### config.mk
export PLATFORM = sky130hd
export DESIGN_NAME = spi_frame_rx
export DESIGN_NICKNAME = d
export VERILOG_FILES = /design/src/rtl/spi_rx_pkg.sv /design/src/rtl/sync_ff.sv /design/src/rtl/spi_frame_rx.sv
export SDC_FILE = /design/constraint.sdc
export NUM_CORES = 1
export LEC_CHECK = 0
export ABC_AREA = 1
export BUFFER_PORTS_ARGS = -buffer_cell sky130_fd_sc_hd__buf_2
export CAP_MARGIN = 10
export CORE_MARGIN = 2
export CORE_UTILIZATION = 40
export CTS_BUF_LIST = sky130_fd_sc_hd__clkbuf_4 sky130_fd_sc_hd__clkbuf_8 sky130_fd_sc_hd__clkbuf_16
export DETAILED_ROUTE_END_ITERATION = 12
export GPL_ROUTABILITY_DRIVEN = 0
export PLACE_DENSITY = 0.58
export SLEW_MARGIN = 20
export SYNTH_ARGS = -nofsm -noshare
export SYNTH_HDL_FRONTEND = slang
export SYNTH_SLANG_ARGS = --single-unit
### constraint.sdc
create_clock -name clk -period 1.88 [get_ports clk]
set_clock_uncertainty 0.05 [all_clocks]
set_input_delay 0.376 -clock clk [delete_from_list [all_inputs] [get_ports clk]]
set_output_delay 0.376 -clock clk [all_outputs]
set_load 0.03 [all_outputs]
### src/rtl/spi_rx_pkg.sv
// Shared types and frame field positions for the SPI frame receiver.
package spi_rx_pkg;

  typedef enum logic [1:0] {
    ST_IDLE  = 2'd0,
    ST_SHIFT = 2'd1,
    ST_CHECK = 2'd2
  } state_t;

  localparam int RW_BIT   = 15;
  localparam int ADDR_MSB = 14;
  localparam int ADDR_LSB = 8;
  localparam int DATA_MSB = 7;

  localparam logic SCLK_IDLE = 1'b0;
  localparam logic COPI_IDLE = 1'b0;
  localparam logic NCS_IDLE  = 1'b1;

endpackage

### src/rtl/sync_ff.sv
// Multi-stage pin synchroniser; resets every stage to the pin's idle level.
module sync_ff #(
  parameter int   STAGES  = 2,
  parameter logic RST_VAL = 1'b0
) (
  input  logic clk,
  input  logic rst,
  input  logic d,
  output logic q
);

  logic [STAGES-1:0] chain;

  always_ff @(posedge clk or posedge rst) begin
    if (rst) chain <= {STAGES{RST_VAL}};
    else     chain <= {chain[STAGES-2:0], d};
  end

  assign q = chain[STAGES-1];

endmodule

### src/rtl/spi_frame_rx.sv
// SPI mode-0 frame receiver: synchronises the pins, deserialises 16-bit frames
// and emits validated write strobes.
//
// state    | meaning
// ---------+-------------------------------------------------------------
// ST_IDLE  | waiting for nCS to fall
// ST_SHIFT | nCS low, shifting COPI on each SCLK rise
// ST_CHECK | nCS released, one-cycle decision: valid, error or drop
module spi_frame_rx
  import spi_rx_pkg::*;
#(
  parameter int SYNC_STAGES = 2,
  parameter int FRAME_BITS  = 16,
  parameter int ADDR_W      = 7,
  parameter int DATA_W      = 8,
  parameter int MAX_ADDR    = 4
) (
  input  logic              clk,
  input  logic              rst,
  input  logic              sclk_i,
  input  logic              copi_i,
  input  logic              ncs_i,
  output logic              frame_valid,
  output logic [ADDR_W-1:0] frame_addr,
  output logic [DATA_W-1:0] frame_data,
  output logic              frame_err,
  output logic [7:0]        frame_count,
  output logic              busy
);

  localparam int CNT_W = $clog2(FRAME_BITS + 2);

  logic sclk_s, copi_s, ncs_s;
  logic sclk_d, ncs_d;
  logic sclk_rise_q, ncs_rise_q, ncs_fall_q;
  logic fall_pend;
  state_t state;
  logic [FRAME_BITS-1:0] sr;
  logic [CNT_W-1:0] cnt;

  sync_ff #(.STAGES(SYNC_STAGES), .RST_VAL(SCLK_IDLE)) u_sync_sclk (
    .clk(clk), .rst(rst), .d(sclk_i), .q(sclk_s));
  sync_ff #(.STAGES(SYNC_STAGES), .RST_VAL(COPI_IDLE)) u_sync_copi (
    .clk(clk), .rst(rst), .d(copi_i), .q(copi_s));
  sync_ff #(.STAGES(SYNC_STAGES), .RST_VAL(NCS_IDLE)) u_sync_ncs (
    .clk(clk), .rst(rst), .d(ncs_i), .q(ncs_s));

  // Edge pulses are registered; COPI is stable well past a synced SCLK rise.
  always_ff @(posedge clk or posedge rst) begin
    if (rst) begin
      sclk_d      <= SCLK_IDLE;
      ncs_d       <= NCS_IDLE;
      sclk_rise_q <= 1'b0;
      ncs_rise_q  <= 1'b0;
      ncs_fall_q  <= 1'b0;
      busy        <= 1'b0;
    end else begin
      sclk_d      <= sclk_s;
      ncs_d       <= ncs_s;
      sclk_rise_q <= sclk_s & ~sclk_d;
      ncs_rise_q  <= ncs_s & ~ncs_d;
      ncs_fall_q  <= ~ncs_s & ncs_d;
      busy        <= ~ncs_s;
    end
  end

  always_ff @(posedge clk or posedge rst) begin
    if (rst) begin
      state       <= ST_IDLE;
      sr          <= '0;
      cnt         <= '0;
      fall_pend   <= 1'b0;
      frame_valid <= 1'b0;
      frame_err   <= 1'b0;
      frame_addr  <= '0;
      frame_data  <= '0;
      frame_count <= '0;
    end else begin
      frame_valid <= 1'b0;
      frame_err   <= 1'b0;
      case (state)
        ST_IDLE: begin
          if (ncs_fall_q || fall_pend) begin
            state     <= ST_SHIFT;
            sr        <= '0;
            cnt       <= '0;
            fall_pend <= 1'b0;
          end
        end
        ST_SHIFT: begin
          if (ncs_rise_q) begin
            state <= ST_CHECK;
          end else if (sclk_rise_q) begin
            sr <= {sr[FRAME_BITS-2:0], copi_s};
            if (cnt != CNT_W'(FRAME_BITS + 1)) cnt <= cnt + CNT_W'(1);
          end
        end
        ST_CHECK: begin
          state <= ST_IDLE;
          // A new frame starting right away must not be lost while deciding.
          if (ncs_fall_q) fall_pend <= 1'b1;
          if (cnt != CNT_W'(FRAME_BITS)) begin
            frame_err <= 1'b1;
          end else if (sr[RW_BIT]) begin
            if (sr[ADDR_MSB:ADDR_LSB] > ADDR_W'(MAX_ADDR)) begin
              frame_err <= 1'b1;
            end else begin
              frame_valid <= 1'b1;
              frame_addr  <= sr[ADDR_MSB:ADDR_LSB];
              frame_data  <= sr[DATA_MSB:0];
              frame_count <= frame_count + 8'd1;
            end
          end
        end
        default: state <= ST_IDLE;
      endcase
    end
  end

endmodule

==> impl_metrics.tcl, run 1 <==
set metrics [dict create \
    status "complete, no violations" \
    drtPass1Iterations 5 \
    dp_worst_setup_slack_ns 0.318 \
    drtAntennaViolNets 0 \
    swShare_pct 30.1 \
    antenna_found_initial 0 \
    ff2ff_path_depth 7 \
    cts_tree "yes" \
    worst_slew_pin_slew_ns 0.377 \
    viasPerCell 5.04 \
    vias 1979 \
    cap_violations 0 \
    synthDistinctLibCells 30 \
    syn-num-nets 284 \
    track_usage_pct 15.0 \
    leakage_nw 1.62 \
    hold_violations 0 \
    ctsHtreeMaxLevel 3 \
    nets 320 \
    ys_warn_count 0 \
    clock_sinks 61 \
    grt_pass1_vias 1842 \
    r2r-end "frame_count[3]" \
    cp.required_ns 2.10 \
    syn_avg_cell_area_sq_um 9.56 \
    drive_above_1_share_pct 22.2 \
    r2r_setup_slack_ns 0.30 \
    synth_area_sq_um 2630 \
    grt_max_degree 62 \
    worstSetupPathType "flop to flop" \
    cp_top_family "simple AND/OR/NAND/NOR gates" \
    path_cells "inv_1 -> ha_1 -> nand3_2 -> clkinv_2 -> nand3_4 -> nand2_1 -> nand2_1" \
    path_buf_inv 2 \
    min_path_type "input port to asynchronous set/reset pin" \
    p_sw_w 0.000917 \
    core-area_sq_um 6350 \
    ys_ff_latch 61 \
    drt-total-wl_um 4940 \
    fin_crit_ns 1.58 \
    postCtsSetupRepairBufs 0 \
    setup_violations 0 \
    clock.fmax_mhz 631 \
    hpwl_um 3190 \
    cts_buffers 9 \
    reg2reg_from "cnt[0]" \
    setup_tns_ns 0 \
    internal-power_w 0.00213 \
    nFillCells 612 \
    worst_ep_arrival_time_ns 1.80 \
    slew_headroom_pct 74.8 \
    clk_latency_ns 0.33 \
    ir_drop_mv 0.681 \
    num_rows 29 \
    wl_per_cell_um 12.6 \
    ys_seq_area_share_pct 58.2 \
    die_h_um 85.1 \
    powerDensity_nw_per_um2 999 \
    drtIter0Drc 100 \
    fp.dieArea_sq_um 7240 \
    cp-start-kind "flop" \
    die_w_um 85.1 \
    cts-hold-fix-buffers 0 \
    worst_slack_ns 0.296 \
    p_comb_share_pct 15.1 \
    drc_errors 0 \
    grt_pass1_wl_um 8570 \
    cp-end-kind "flop" \
    io_buffer_count 30 \
    clk_pin_slew_ns 0.07 \
    p_seq_share_pct 48.2 \
    area_growth_pct 16.0 \
    cts-root-buf "clkbuf_8" \
    cpMostUsedCell "nand2_1" \
    period_share_pct 84.2 \
    diodes 0 \
    pin_count 31 \
    grt_overflow 0 \
    cts_resized 0 \
    clock_path_buffers 2 \
    worstPathMaxFanout 17 \
    synth_cells 275 \
    p_clk_share_pct 36.8 \
    slowest_stage "dfrtp_1" \
    initial_core_util_pct 41.4 \
    maxSlewViolCount 0 \
    rsz0062_at_grt "no" \
    crit_path_max_incr_delay_ns 0.43 \
]
==> worst max-delay path by stage <==
| stage | cells after the start | from | to | slack [ns] |
|---|---|---|---|---|
| after detailed placement | 7 | cnt[0] | frame_count[3] | 0.32 |
| after global routing | 7 | cnt[0] | frame_count[5] | 0.12 |
| after global placement | 7 | cnt[0] | frame_data[0] | 0.34 |
| after floorplan | 8 | cnt[0] | frame_addr[0] | 0.51 |
| after CTS | 7 | cnt[0] | frame_count[5] | 0.29 |
| final | 7 | cnt[0] | frame_count[3] | 0.30 |
==> placed cells by master (no fill, tap or decap), drive strengths merged, types with 2 or more instances in the layout <==
cell type	instances
buf	35
inv	19
a21boi	4
nor2	18
nand3	44
clkinv	7
dfstp	3
nand4	24
ha	4
dfrtp	58
nand2	73
clkbuf	9
clkinvlp	2
o21ai	10
==> cells by family after synthesis <==
| group | share of synthesized area, % |
|---|---|
| AO/OA/AOI/OAI | 3.66 |
| XOR/XNOR | 0.333 |
| adder cells (fa/ha/maj) | 1.90 |
| buffers and inverters | 5.85 |
| flip-flops | 58.2 |
| AND/OR/NAND/NOR | 30.1 |
==> synth_stat cells, drive strengths merged <==
master,n,area [sq um]
a21boi,4,30.0
a21oi,1,5.00
buf,9,61.3
clkbuf,1,7.51
clkinv,2,10.0
dfrtp,58,1450
dfstp,3,78.8
ha,4,50.1
inv,20,75.1
nand2,73,292
nand3,44,238
nand4,24,150
nor2,18,98.9
nor4,1,6.26
o21ai,10,53.8
o21bai,1,7.51
or2,1,6.26
xor2,1,8.76
==> routing by layer <==
layer | up-vias | global-route usage, % | wire length (um)
li1 | 994 | - | -
met1 | 933 | 21.7 | 2470
met2 | 43 | 20.2 | 2070
met3 | 9 | 4.96 | 283
met4 | 0 | 7.07 | 108
met5 | - | 0 | 0
==> sequential cells by signal, indices dropped and copies added (netlist names), 2 cells and up <==
| signal | flops |
|---|---|
| frame_data | 8 |
| u_sync_sclk.chain | 2 |
| frame_addr | 7 |
| cnt | 5 |
| state | 2 |
| sr | 16 |
| u_sync_ncs.chain | 2 |
| u_sync_copi.chain | 2 |
| frame_count | 8 |
==> per-stage QoR <==
step | util [%] | instances | instance area [sq um] | hold slack [ns] | total power [W]
after floorplan | - | 275 | 2630 | 0.281 | 0.00184
after global placement | 45.1 | 377 | 2860 | 0.283 | 0.00196
after detailed placement | 45.1 | 377 | 2860 | 0.286 | 0.00196
after CTS | 48.1 | 393 | 3050 | 0.0683 | 0.00310
after global routing | 48.1 | 393 | 3050 | 0.0671 | 0.00323
final | 48.1 | 393 | 3050 | 0.0723 | 0.00305
==> tightest hold or removal path, delay by kind of cell <==
family	cells	cell delay, ns
buffers and inverters	3	0.47
==> cell type report <==
| class | count | area (sq um) | share of cell area, % |
|---|---|---|---|
| repair buffers | 35 | 200 | 6.56 |
| flip-flops and latches | 61 | 1530 | 50.1 |
| clock inverters | 7 | 66.3 | 2.17 |
| multi-input cells | 182 | 946 | 31.0 |
| clock buffers | 9 | 124 | 4.06 |
| inverters | 22 | 88.8 | 2.91 |
| well taps | 77 | 96.3 | 3.16 |
==> power by group through the flow <==
| stage | logic (W) | registers (W) | clock network [W] |
|---|---|---|---|
| 6_report | 0.000459 | 0.00147 | 0.00112 |
| 5_1_grt | 0.000531 | 0.00148 | 0.00121 |
| 4_1_cts | 0.000468 | 0.00147 | 0.00116 |
| 3_5_place_dp | 0.000467 | 0.00149 | 0 |
| 3_3_place_gp | 0.000464 | 0.00149 | 0 |
| 2_1_floorplan | 0.000359 | 0.00148 | 0 |
Power figures use the tool's default switching activity.
==> run 2, diff against run 1 <==
--- a/config.mk
+++ b/config.mk
@@ -5,7 +5,7 @@
 export SDC_FILE = /design/constraint.sdc
 export NUM_CORES = 1
 export LEC_CHECK = 0
-export ABC_AREA = 1
+export ABC_AREA = 0
 export BUFFER_PORTS_ARGS = -buffer_cell sky130_fd_sc_hd__buf_2
 export CAP_MARGIN = 10
 export CORE_MARGIN = 2
@@ -13,7 +13,7 @@
 export CTS_BUF_LIST = sky130_fd_sc_hd__clkbuf_4 sky130_fd_sc_hd__clkbuf_8 sky130_fd_sc_hd__clkbuf_16
 export DETAILED_ROUTE_END_ITERATION = 12
 export GPL_ROUTABILITY_DRIVEN = 0
-export PLACE_DENSITY = 0.58
+export PLACE_DENSITY = 0.56
 export SLEW_MARGIN = 20
 export SYNTH_ARGS = -nofsm -noshare
 export SYNTH_HDL_FRONTEND = slang
==> constraint.sdc (replaced) <==
create_clock -name clk -period 1.6 [get_ports clk]
set_clock_uncertainty 0.05 [all_clocks]
set_input_delay 0.32 -clock clk [delete_from_list [all_inputs] [get_ports clk]]
set_output_delay 0.32 -clock clk [all_outputs]
set_load 0.03 [all_outputs]
==> run 2 against run 1 <==
Effect of this change:
- the flow now finishes with violations (setup timing)
- via count decreased by 16%
- setup slack got worse by 0.31 ns
- final cell count decreased by 9.2%
- combinational power increased by 48%
- area after synthesis decreased by 8.2%
- global-route usage decreased by 0.32 points
- sequential cell count unchanged
- sequential share of layout area decreased by 0.14 points
- register-to-register slack got worse by 0.31 ns
- largest power group unchanged
==> impl_metrics.tcl, run 2 <==
set metrics [dict create \
    area_growth_pct 26.7 \
    synth_flop_cell "dfrtp_1" \
    p_clk_share_pct 36.4 \
    synthXorXnorAreaFrac_pct 2.54 \
    track_usage_pct 14.7 \
    worstSetupPathType "flop to flop" \
    period_share_pct 101 \
    maxSlewViolCount 0 \
    reg_top3 "sr: 16 flops, frame_count: 8 flops, frame_data: 8 flops" \
    syn-num-nets 236 \
    core-area_sq_um 5890 \
    diodes 0 \
    worst_ep_arrival_time_ns 1.81 \
    violations "setup timing" \
    nets 286 \
    synth_cells 227 \
    hold_violations 0 \
    final_cell_mix "nand2_1 (76), dfrtp_1 (58), buf_2 (30)" \
    antenna_found_initial 0 \
    synthMuxAreaShare_pct 0.466 \
    wl_per_cell_um 12.1 \
    drtAntennaViolNets 0 \
    status "finished, violations left" \
    grt_pass1_wl_um 7260 \
    vias 1667 \
    synth_area_sq_um 2410 \
    pin_count 31 \
    clock_sinks 61 \
    yosysMostFrequentCell "nand2_1" \
    fin_crit_ns 1.61 \
    fp.dieArea_sq_um 6670 \
    p_sw_w 0.00105 \
    num_rows 28 \
    die_h_um 81.7 \
    drive_above_1_share_pct 30.1 \
    yosys.area.top_type "dfrtp_1" \
    p_comb_share_pct 18.1 \
    synthDistinctLibCells 36 \
    cp-end-kind "flop" \
    die_w_um 81.7 \
    swShare_pct 28.0 \
    cts-hold-fix-buffers 0 \
    ir_drop_mv 0.718 \
    internal-power_w 0.00270 \
    clock.fmax_mhz 620 \
    grt_max_degree 62 \
    worst_slew_pin_slew_ns 0.342 \
    largest_register_ffs 16 \
    cp.required_ns 1.80 \
    top_register "sr" \
    min_path_type "input port to asynchronous set/reset pin" \
    cap_violations 0 \
    final_util_pct 52.0 \
    drtPass1Iterations 4 \
    clock_path_buffers 2 \
    ys_warn_count 0 \
    clk_latency_ns 0.33 \
    synth_top_family_by_area "simple AND/OR/NAND/NOR gates" \
    powerDensity_nw_per_um2 1230 \
    synth_compound_area_share_pct 6.74 \
    dpl_cell_area_sq_um 2720 \
    busiest_layer "met2" \
    synthAdderAreaFrac_pct 2.07 \
    synth_top_cell_area_share_pct 60.1 \
    use_met3_pct 6.59 \
    grt_use_met1_pct 19.2 \
    ys_ff_latch 61 \
    hpwl_um 2690 \
    syn_avg_cell_area_sq_um 10.6 \
    p_seq_share_pct 45.5 \
    worstPathMaxFanout 7 \
    worst_slack_ns -0.0118 \
    grt_overflow 0 \
    initial_core_util_pct 41.0 \
    fin_area_sq_um 3060 \
    drt-total-wl_um 4320 \
    synth-simple-area-share_pct 22.4 \
    viasPerCell 4.67 \
    cts-root-buf "clkbuf_8" \
    ctsHtreeMaxLevel 3 \
    cp-start-kind "flop" \
    grt_pass1_vias 1608 \
    leakage_nw 1.53 \
    grt_util_met2_pct 21.5 \
    setup_violations 2 \
    async_flop_share_pct 100 \
    io_buffer_count 30 \
    synthTopCellsByArea "dfrtp_1 (60%), nand2_1 (12%), o21ai_0 (3.5%), dfstp_2 (3.3%), ha_1 (2.1%)" \
    cts_tree "yes" \
    slew_headroom_pct 77.1 \
    drc_errors 0 \
    ys_seq_area_share_pct 63.4 \
    clk_pin_slew_ns 0.07 \
    drtIter0Drc 83 \
    synth_commonest_cells "nand2_1 (76), dfrtp_1 (58), o21ai_0 (17)" \
    cts_buffers 9 \
    synth-edff-count 0 \
    final_common_cell "nand2_1" \
    rsz0062_at_grt "yes" \
]
[run 2: cell types whose count changed after synthesis, moves of 4 or more]
cell / delta
o21ai_1: +5
nand4_1: -22
a21boi_0: -4
inv_1: -14
o21ai_0: +8
nor2_1: -8
xnor2_1: +5
nand2_1: +6
clkbuf_1: +5
nand3_1: -38
and2_1: +5
[run 2: routing by layer]
layer | share of wire, % | vias up | routed length (um)
li1 | - | 842 | -
met1 | 48 | 785 | 2080
met2 | 45 | 34 | 1960
met3 | 4.9 | 6 | 211
met4 | 1.6 | 0 | 68
met5 | 0 | - | 0
[run 2: critical path, cell delays in order, from the launching register on]
cell and delay [ns]:
dfrtp_1 0.39, inv_2 0.07, ha_4 0.12, and4bb_2 0.27, and4_4 0.31, nand4_1 0.13
xnor2_1 0.19
[run 2: power groups by stage]
stage,sequential (W),combinational [W],clock [W]
after global routing,0.00172,0.000785,0.00148
after detailed placement,0.00173,0.000575,0
after CTS,0.00170,0.000577,0.00141
final,0.00171,0.000680,0.00137
after floorplan,0.00174,0.000417,0
after global placement,0.00173,0.000578,0
[run 2: final timing paths]
kind | startpoint | end | slack (ns) | cells after the start
worst max-delay path | cnt[0] | frame_count[3] | -0.01 | 6
worst min-delay path | rst | frame_addr[5] | 0.02 | 3
worst max register to register | cnt[0] | frame_count[3] | -0.01 | 6
worst min register to register | u_sync_copi.chain[0] | u_sync_copi.chain[1] | 0.30 | 0
max in group asynchronous | rst | ncs_d | 1.19 | 3
min in group clk | ncs_i | u_sync_ncs.chain[0] | 0.03 | 1
[run 2: area by class of cell]
class	instances	area, sq um
clock buffers	12	153
clock inverters	4	47.5
fillers	558	2830
inverters	5	22.5
multi-input cells	153	887
flip-flops and latches	61	1530
well taps	75	93.8
repair buffers	47	327
[run 2: per-stage QoR]
step | power (W) | setup WS (ns) | std cells | setup TNS (ns) | hold slack [ns]
detailed placement | 0.00231 | -0.0488 | 335 | -0.349 | 0.286
global route | 0.00399 | -0.0744 | 357 | -1.01 | 0.00217
global placement | 0.00231 | 0.00925 | 335 | 0 | 0.283
finish | 0.00375 | -0.0118 | 357 | -0.0121 | 0.0190
CTS | 0.00369 | 0.0204 | 351 | 0 | 0.0162
floorplan | 0.00215 | 0.00401 | 227 | 0 | 0.274
[run 2: kinds of logic (layout without fill, tap and decap cells)]
kind of cell | after synthesis | in the layout
fa+ha+maj | 4 | 4
compound gates | 30 | 30
simple gates | 111 | 111
buf+inv | 13 | 68
mux | 1 | 1
flops | 61 | 61
xor+xnor | 7 | 7
[run 2: repair_timing]
| item | CTS | global route |
|---|---|---|
| resized for setup | 2 | 17 |
| setup buffers | 0 | 5 |
| pin swaps | 0 | 10 |
| setup endpoints to repair | 14 | 43 |
| gates cloned | 0 | 1 |
==> run 3, diff against run 2 <==
--- a/config.mk
+++ b/config.mk
@@ -14,6 +14,7 @@
 export DETAILED_ROUTE_END_ITERATION = 12
 export GPL_ROUTABILITY_DRIVEN = 0
 export PLACE_DENSITY = 0.56
+export SKIP_LAST_GASP = 1
 export SLEW_MARGIN = 20
 export SYNTH_ARGS = -nofsm -noshare
 export SYNTH_HDL_FRONTEND = slang
==> run 3 against run 2 <==
Effect of this change:
- the run still ends with setup timing left
- combinational power hardly changed
- die area unchanged
- critical endpoint unchanged
- register-to-register slack is essentially flat
- setup slack is essentially flat
- sequential share of layout area did not move
- critical path depth unchanged
- final area unchanged
- sequential power about the same
- count of clock-buffer cells in the layout unchanged
- worst hold slack barely moved
- global-route usage is the same
- fmax did not move
- critical path type unchanged
==> impl_metrics.tcl, run 3 (synthesis results as in run 2) <==
set metrics [dict create \
    status "finished, violations left" \
    violations "setup timing" \
    clock_sinks 61 \
    dpl_cell_area_sq_um 2720 \
    p_sw_w 0.00105 \
    seq_area_sq_um 1530 \
    setup_tns_ns -0.0120 \
    top_register "sr" \
    cp-start-kind "flop" \
    powerDensity_nw_per_um2 1230 \
    cts_buffers 9 \
    path_buf_inv 1 \
    area_growth_pct 26.7 \
    leakage_nw 1.53 \
    slowest_stage "dfrtp_1" \
    largest_register_ffs 16 \
    internal-power_w 0.00270 \
    ctsHtreeMaxLevel 3 \
    cp.required_ns 1.80 \
    multi_input_area_sq_um 887 \
    rsz0062_at_grt "yes" \
    path_cells "inv_2 -> ha_4 -> and4bb_2 -> and4_4 -> nand4_1 -> xnor2_1" \
    die_h_um 81.7 \
    nets 286 \
    drtIter0Drc 83 \
    grt_pass1_wl_um 7260 \
    nFillCells 558 \
    ir_drop_mv 0.718 \
    wl_per_cell_um 12.1 \
    maxSlewViolCount 0 \
    track_usage_pct 14.7 \
    crit_path_max_incr_delay_ns 0.39 \
    grt_max_degree 62 \
    drtPass1Iterations 4 \
    vias 1666 \
    p_comb_share_pct 18.1 \
    worst_ep_arrival_time_ns 1.81 \
    io_buffer_count 30 \
    num_rows 28 \
    reg_top3 "sr: 16 flops, frame_count: 8 flops, frame_data: 8 flops" \
    clk_pin_slew_ns 0.07 \
    period_share_pct 101 \
    slew_headroom_pct 77.1 \
    grt_pass1_vias 1608 \
    core-area_sq_um 5890 \
    pin_count 31 \
    min_path_type "input port to asynchronous set/reset pin" \
    drtAntennaViolNets 0 \
    r2r_setup_slack_ns -0.01 \
    worst_slack_ns -0.0118 \
    initial_core_util_pct 41.0 \
    antenna_found_initial 0 \
    hold_violations 0 \
    worst_slew_pin_slew_ns 0.342 \
    worstPathMaxFanout 7 \
    cts_tree "yes" \
    hold_slack_ns 0.0189 \
    final_common_cell "nand2_1" \
    cts-hold-fix-buffers 0 \
    fin_crit_ns 1.61 \
    final_cell_mix "nand2_1 (76), dfrtp_1 (58), buf_2 (30)" \
    clock_path_buffers 2 \
    clk_latency_ns 0.33 \
    cp_top_family "simple AND/OR/NAND/NOR gates" \
    swShare_pct 28.0 \
    die_w_um 81.7 \
    cts-root-buf "clkbuf_8" \
    fin_area_sq_um 3060 \
    drc_errors 0 \
    p_seq_share_pct 45.5 \
    diodes 0 \
    drt-total-wl_um 4330 \
    grt_overflow 0 \
    cap_violations 0 \
    clock.fmax_mhz 620 \
    setup_violations 2 \
    fp.dieArea_sq_um 6670 \
    p_clk_share_pct 36.4 \
    worstSetupPathType "flop to flop" \
    cp-end-kind "flop" \
    viasPerCell 4.67 \
    drive_above_1_share_pct 30.1 \
    hpwl_um 2690 \
]
-- run 3: cell counts in the layout (fill, tap and decap cells not counted) --
No cell type changed its count.
-- run 3: power groups by stage --
stage               logic [W]  clock network [W]  registers, W
finish               0.000680            0.00137       0.00171
global route         0.000785            0.00148       0.00172
CTS                  0.000577            0.00141       0.00170
detailed placement   0.000575                  0       0.00173
global placement     0.000578                  0       0.00173
floorplan            0.000417                  0       0.00174
-- run 3: stage by stage --
stage                     worst slack, ns  cells  power (W)  util (%)
after floorplan                   0.00401    227    0.00215         -
after CTS                          0.0204    351    0.00369      49.6
after global routing              -0.0744    357    0.00399      52.0
final                             -0.0118    357    0.00375      52.0
after global placement            0.00925    335    0.00231      46.2
after detailed placement          -0.0488    335    0.00231      46.2
-- run 3: worst paths after layout --
| kind | end | from | cells after the start |
|---|---|---|---|
| max reg2reg | frame_count[3] | cnt[0] | 6 |
| min in group clk | u_sync_ncs.chain[0] | ncs_i | 1 |
| min reg2reg | u_sync_copi.chain[1] | u_sync_copi.chain[0] | 0 |
| max in group asynchronous | ncs_d | rst | 3 |
| min | frame_addr[5] | rst | 3 |
| max | frame_count[3] | cnt[0] | 6 |
-- run 3: area by class of cell --
type	count	share of cell area [%]
well taps	75	3.07
inverters	5	0.736
clock inverters	4	1.55
flip-flops and latches	61	50.0
repair buffers	47	10.7
multi-input cells	153	29.0
clock buffers	12	4.99
-- run 3: metal layers --
metal,vias to the layer above,GRT usage [%],share of wire [%]
li1,842,-,-
met1,784,19.2,48
met2,34,21.5,45
met3,6,6.59,4.9
met4,0,5.50,1.6
met5,-,0,0
-- run 3: worst register-to-register path, cell delays in order (launching register included) --
cell,delay [ns]
dfrtp_1,0.39
inv_2,0.07
ha_4,0.12
and4bb_2,0.27
and4_4,0.31
nand4_1,0.13
xnor2_1,0.19
-- run 3: repair_timing --
item | 4_1_cts | 5_1_grt
endpoints found under the setup margin | 14 | 43
gates cloned | 0 | 1
pin swaps | 0 | 9
resized for setup | 2 | 17
buffers inserted | 0 | 5
